## src/rtl/colordet_pkg.sv

```systemverilog
// Shared types and constants for the colour-dominance highlighter.
package colordet_pkg;

    typedef enum logic [1:0] {
        MODE_R      = 2'b00,
        MODE_G      = 2'b01,
        MODE_B      = 2'b10,
        MODE_BYPASS = 2'b11
    } mode_e;

    localparam int THRESH_RST_DEF = 82906;

    // c * d1 * d2 with an unsigned DW-bit c and two signed DW+1-bit differences
    function automatic int score_w(input int dw);
        return 3 * dw + 2;
    endfunction

endpackage

```

## src/rtl/color_score.sv

```systemverilog
// Dominance score datapath: differences in S1, full-width product and dominance flag in S2.
module color_score
    import colordet_pkg::*;
#(
    parameter int DW = 8
) (
    input  logic                          clk,
    input  logic [DW-1:0]                 c_p0,
    input  logic [DW-1:0]                 a_p0,
    input  logic [DW-1:0]                 b_p0,
    output logic signed [score_w(DW)-1:0] score_p2,
    output logic                          dom_p2
);

    localparam int SW = score_w(DW);

    logic signed [DW:0]   d1_p0, d2_p0;
    logic signed [DW:0]   d1_p1, d2_p1;
    logic [DW-1:0]        c_p1;
    logic signed [SW-1:0] c_ext_p1, d1_ext_p1, d2_ext_p1;

    assign d1_p0 = $signed({1'b0, c_p0}) - $signed({1'b0, a_p0});
    assign d2_p0 = $signed({1'b0, b_p0}) * 0 + $signed({1'b0, c_p0}) - $signed({1'b0, b_p0});

    // ---- S1: differences and target component ----
    always_ff @(posedge clk) begin
        d1_p1 <= d1_p0;
        d2_p1 <= d2_p0;
        c_p1  <= c_p0;
    end

    assign c_ext_p1  = $signed({{(SW-DW){1'b0}}, c_p1});
    assign d1_ext_p1 = {{(SW-DW-1){d1_p1[DW]}}, d1_p1};
    assign d2_ext_p1 = {{(SW-DW-1){d2_p1[DW]}}, d2_p1};

    // ---- S2: exact product and strict dominance ----
    always_ff @(posedge clk) begin
        score_p2 <= c_ext_p1 * d1_ext_p1 * d2_ext_p1;
        dom_p2   <= (d1_p1 > 0) && (d2_p1 > 0);
    end

endmodule

```

## src/rtl/color_highlight_pipe.sv

```systemverilog
// Three-stage colour-dominance highlighter with loadable threshold and per-frame hit counter.
module color_highlight_pipe
    import colordet_pkg::*;
#(
    parameter int DW         = 8,
    parameter int THRESH_RST = THRESH_RST_DEF,
    parameter int GAIN_SHIFT = 2,
    parameter int CNT_W      = 20
) (
    input  logic             clk,
    input  logic             rst_n,
    input  logic [1:0]       ctrl,
    input  logic [3*DW:0]    thresh_in,
    input  logic             thresh_load,
    input  logic             in_valid,
    input  logic             in_sof,
    input  logic [DW-1:0]    in_r,
    input  logic [DW-1:0]    in_g,
    input  logic [DW-1:0]    in_b,
    output logic             out_valid,
    output logic [DW-1:0]    out_r,
    output logic [DW-1:0]    out_g,
    output logic [DW-1:0]    out_b,
    output logic             out_hit,
    output logic [CNT_W-1:0] frame_hits
);

    localparam int TW = 3 * DW + 1;
    localparam int SW = score_w(DW);

    // Components whose top GAIN_SHIFT bits are clear shift up losslessly; others clip
    function automatic logic [DW-1:0] sat_gain(input logic [DW-1:0] x);
        if (x[DW-1 -: GAIN_SHIFT] == '0)
            return x << GAIN_SHIFT;
        else
            return '1;
    endfunction

    mode_e                mode_p0, mode_p1, mode_p2;
    logic [DW-1:0]        c_p0, a_p0, b_p0;
    logic signed [TW-1:0] thresh;
    logic signed [TW-1:0] thresh_p1, thresh_p2;
    logic                 vld_p1, vld_p2;
    logic                 sof_p1, sof_p2;
    logic [DW-1:0]        r_p1, g_p1, b_p1;
    logic [DW-1:0]        r_p2, g_p2, b_p2;
    logic signed [SW-1:0] score_p2;
    logic                 dom_p2;
    logic                 hit_p2;
    logic [CNT_W-1:0]     hit_cnt;

    assign mode_p0 = mode_e'(ctrl);

    always_comb begin
        c_p0 = in_r;
        a_p0 = in_g;
        b_p0 = in_b;
        case (mode_p0)
            MODE_G: begin
                c_p0 = in_g;
                a_p0 = in_r;
                b_p0 = in_b;
            end
            MODE_B: begin
                c_p0 = in_b;
                a_p0 = in_r;
                b_p0 = in_g;
            end
            default: ;
        endcase
    end

    always_ff @(posedge clk or negedge rst_n) begin
        if (!rst_n)
            thresh <= TW'(THRESH_RST);
        else if (thresh_load)
            thresh <= thresh_in;
    end

    color_score #(.DW(DW)) u_score (
        .clk      (clk),
        .c_p0     (c_p0),
        .a_p0     (a_p0),
        .b_p0     (b_p0),
        .score_p2 (score_p2),
        .dom_p2   (dom_p2)
    );

    // ---- S1: pixel, mode, sof and the threshold in force when the pixel arrived ----
    always_ff @(posedge clk or negedge rst_n) begin
        if (!rst_n) begin
            vld_p1 <= 1'b0;
            sof_p1 <= 1'b0;
        end else begin
            vld_p1 <= in_valid;
            sof_p1 <= in_valid & in_sof;
        end
    end

    always_ff @(posedge clk) begin
        mode_p1   <= mode_p0;
        r_p1      <= in_r;
        g_p1      <= in_g;
        b_p1      <= in_b;
        thresh_p1 <= thresh;
    end

    // ---- S2: companions of the score ----
    always_ff @(posedge clk or negedge rst_n) begin
        if (!rst_n) begin
            vld_p2 <= 1'b0;
            sof_p2 <= 1'b0;
        end else begin
            vld_p2 <= vld_p1;
            sof_p2 <= sof_p1;
        end
    end

    always_ff @(posedge clk) begin
        mode_p2   <= mode_p1;
        r_p2      <= r_p1;
        g_p2      <= g_p1;
        b_p2      <= b_p1;
        thresh_p2 <= thresh_p1;
    end

    assign hit_p2 = vld_p2 && dom_p2 && (score_p2 > thresh_p2) && (mode_p2 != MODE_BYPASS);

    // ---- S3: compare result, highlighted pixel and frame counter ----
    always_ff @(posedge clk or negedge rst_n) begin
        if (!rst_n) begin
            out_valid  <= 1'b0;
            out_hit    <= 1'b0;
            out_r      <= '0;
            out_g      <= '0;
            out_b      <= '0;
            frame_hits <= '0;
            hit_cnt    <= '0;
        end else begin
            out_valid <= vld_p2;
            out_hit   <= hit_p2;
            if (vld_p2) begin
                out_r <= hit_p2 ? sat_gain(r_p2) : r_p2;
                out_g <= hit_p2 ? sat_gain(g_p2) : g_p2;
                out_b <= hit_p2 ? sat_gain(b_p2) : b_p2;
                if (sof_p2) begin
                    frame_hits <= hit_cnt;
                    hit_cnt    <= CNT_W'(hit_p2);
                end else if (hit_p2 && (hit_cnt != '1)) begin
                    hit_cnt <= hit_cnt + CNT_W'(1);
                end
            end
        end
    end

endmodule

```

## config.mk

```make
export PLATFORM = sky130hd
export DESIGN_NAME = color_highlight_pipe
export DESIGN_NICKNAME = d
export VERILOG_FILES = /design/src/rtl/colordet_pkg.sv /design/src/rtl/color_score.sv /design/src/rtl/color_highlight_pipe.sv
export SDC_FILE = /design/constraint.sdc
export NUM_CORES = 1
export LEC_CHECK = 0
export ABC_AREA = 1
export CORE_AREA = 5 5 184 186
export CTS_BUF_LIST = sky130_fd_sc_hd__clkbuf_4 sky130_fd_sc_hd__clkbuf_8 sky130_fd_sc_hd__clkbuf_16
export CTS_CLUSTER_DIAMETER = 120
export DETAILED_ROUTE_END_ITERATION = 8
export DIE_AREA = 0 0 189 191
export MAX_ROUTING_LAYER = met4
export PLACE_DENSITY = 0.74
export SKIP_LAST_GASP = 1
export SLEW_MARGIN = 20
export SYNTH_ARGS = -nofsm -noshare
export SYNTH_HDL_FRONTEND = slang
export SYNTH_SLANG_ARGS = --single-unit
```

## constraint.sdc

```tcl
create_clock -name clk -period 9 [get_ports clk]
set_input_delay 1.35 -clock clk [delete_from_list [all_inputs] [get_ports clk]]
set_output_delay 1.35 -clock clk [all_outputs]
set_load 0.005 [all_outputs]
```

==> metrics.md <==
| Metric | Value |
|---|---|
| Status | `completed` |
| Dpl cell area | `18600 sq um` |
| Layout cell share with drive strength beyond 1 | `0.0750` |
| Initial antenna violation count | `0` |
| Area contributors post-synth | `fa_1 (20%), dfxtp_1 (18%), dfrtp_1 (12%)` |
| RSZ-0062 raised after global routing | `yes` |
| Crit path arrival time | `8.98 ns` |
| Global-route wire length before repair | `65.9 mm` |
| Max-slew violation count | `0` |
| Cell area after layout | `19600 sq um` |
| Vias | `12900` |
| Mux cell area share after synthesis | `0.0213` |
| Top-area cell type share of the netlist area | `0.196` |
| Core Region | `32100 sq um` |
| Largest net degree at the start of global routing | `56` |
| CTS tree | `yes` |
| GR Overflow Total | `0` |
| Register area share after synthesis | `0.316` |
| I/O Pins | `102` |
| TritonRoute pass-1 iters | `5` |
| Tmin final | `8.55 ns` |
| Die Ht | `191 microns` |
| Post-Synth Simple-Gate Area | `0.177` |
| CP Max Fanout | `9` |
| Final Non-Filler Cells | `2474` |
| Post-Syn Area per Cell | `8.77 sq um` |
| Worst Path Required | `9.43 ns` |
| Starting DRT DRC Count | `819` |
| Commonest non-fill, non-tap cell in the layout | `nand2_1` |
| Max clock buf depth | `3` |
| Worst setup EP type | `flop` |
| Vias in the first global route | `13400` |
| Die outline area | `36100 sq um` |
| H-tree lvl count | `1` |
| Main combinational cell family by area after synthesis | `adder cells` |
| DRC violations left | `0` |
| Asr flop ratio synth | `0.380` |
| Hold Path Class | `reg2reg` |
| Synth Area in Adders | `0.310` |
| DIE WIDTH | `189 microns` |
| Post-route ant nets | `0` |
| Inst Count DP | `2425` |
| Tightest Pin Transition | `0.869 ns` |
| NumNets Final | `2431` |
| XOR/XNOR Fraction of Synth Area | `0.0318` |
| HPWL Detailed | `30.4 mm` |
| Post-Syn Area | `17400 sq um` |
| Compound-Gate Fraction of Synth Area | `0.0499` |
| Total CTS buffers | `26` |
| Worst skew pair latency | `0.56 ns` |
| Final RePlAce weighted congestion | `0.914` |
| Post-Route WL | `38.7 mm` |
| Root Buffer Master | `clkbuf_16` |
| Sink Count | `250` |
| CP max-delay cell | `fa_1` |
| Largest stage delay, worst path | `0.57 ns` |
| Peak Freq | `117 MHz` |
| Tcrit/Tclk final | `0.950` |
| I/O Buffers | `101` |
| Synthesis Warnings | `0` |
| Routed len/inst | `15.6 microns` |
| FF+latch count, synth | `250` |
| Row cnt | `66` |
| Synthesized instance count | `1979` |
| Area leader, netlist | `fa_1` |
| Crit path top cell by count | `fa_1` |
| DR vias/cell | `5.23` |
| Library cells used by synthesis | `47` |
| CP Launch Type | `flop` |
| Hold Fails Final Rpt | `0` |
| Worst Setup Path Type | `reg2reg` |
| Relative slew slack | `0.420` |
| Final setup viols | `0` |
| Max Clock Skew | `0.0256 ns` |
| Tot GR Track Use | `0.226` |
| MaxCap Viol Count | `0` |
| CTS clock-pin slew for the worst setup and hold paths | `0.06 ns` |
| Area delta synth->final | `13.0%` |
| Post-synth EDFFs | `0` |
| N_diodes | `0` |
| Syn_nets | `2363` |
| Initial Utilization | `0.540` |
| Most frequent cells in the layout | `nand2_1 (435), inv_1 (349), fa_1 (168)` |
| Main flop type after synthesis | `dfxtp_1` |
-- flip-flops by register name (all words and copies together), names as in the netlist, 9 cells and up --
register / flops
hit_cnt: 20
u_score.d1_p1: 9
thresh_p1: 25
u_score.d2_p1: 9
thresh: 25
u_score.score_p2: 26
frame_hits: 20
thresh_p2: 25
-- worst max-delay path, delay by kind of cell (launching register included) --
kind | cells | cell delay, ns
adder cells (fa/ha/maj) | 12 | 5.43
AND/OR/NAND/NOR | 13 | 1.48
flip-flops | 1 | 0.52
AO/OA/AOI/OAI | 2 | 0.41
buffers and inverters | 4 | 0.31
XOR/XNOR | 1 | 0.26
-- path summary, 6_finish.rpt --
kind	startpoint	to	slack, ns	depth (start not counted)
max	u_score.d1_p1[5]	u_score.score_p2[25]	0.45	32
min	g_p1[7]	g_p2[7]	0.32	0
max reg2reg	u_score.d1_p1[5]	u_score.score_p2[25]	0.45	32
min reg2reg	g_p1[7]	g_p2[7]	0.32	0
max in group asynchronous	rst_n	thresh[16]	7.11	2
min in group asynchronous	rst_n	out_r[7]	0.82	1
-- logic make-up (layout without fill, tap and decap cells) --
logic type | after synthesis | after routing
adders and majority gates | 328 | 328
AOI/OAI and AO/OA | 153 | 153
muxes | 33 | 33
DFF | 250 | 250
buffers and inverters | 423 | 510
and+or+nand+nor | 729 | 729
xor gates and xnor gates | 63 | 63
-- through the flow --
stage	utilization	setup WS, ns	hold WS (ns)	TNS [ns]
6_report	0.611	0.454	0.321	0
2_1_floorplan	-	0.925	0.310	0
4_1_cts	0.608	0.0709	0.322	0
5_1_grt	0.611	-0.0167	0.331	-0.0167
3_5_place_dp	0.580	0.145	0.312	0
3_3_place_gp	0.580	0.180	0.310	0
-- routing by layer --
metal | vias up | part of all wire | GRT usage
li1 | 6259 | - | -
met1 | 6230 | 0.43 | 0.294
met2 | 359 | 0.48 | 0.378
met3 | 92 | 0.052 | 0.0247
met4 | 0 | 0.032 | 0.0673
met5 | - | 0 | -
-- timing repair --
| item | in CTS | in global routing |
|---|---|---|
| endpoints found under the hold margin | 0 | 0 |
| resized for setup | 0 | 28 |
| buffers inserted | 0 | 2 |
| hold buffers | 0 | 0 |
| endpoints found under the setup margin | 0 | 8 |
-- synth_stat cells, types with 4 or more instances --
library cell,n
nand2_1,435
a221o_1,8
clkbuf_1,54
inv_1,351
ha_1,158
a21oi_1,58
xor2_1,47
buf_1,4
nor2_1,138
o21ai_1,6
o21ai_0,57
a21o_1,5
xnor2_1,16
nand3_1,72
nand4_1,35
dfstp_2,9
o21bai_1,6
or2_2,18
nor4_1,7
fa_1,170
dfxtp_1,155
mux2_2,32
buf_2,8
dfrtp_1,86
nor3_1,11
-- area by class of cell --
cell class	count	area (sq um)
flip-flops and latches	250	5510
fillers	2691	12500
multi-input cells	1306	10300
repair buffers	109	1060
inverters	354	1330
clock inverters	10	154
well taps	408	510
clock buffers	37	746
Power is left out: the tool's default activity adds up to more than one toggle a clock period on the data nets, which glitch-free logic cannot reach.
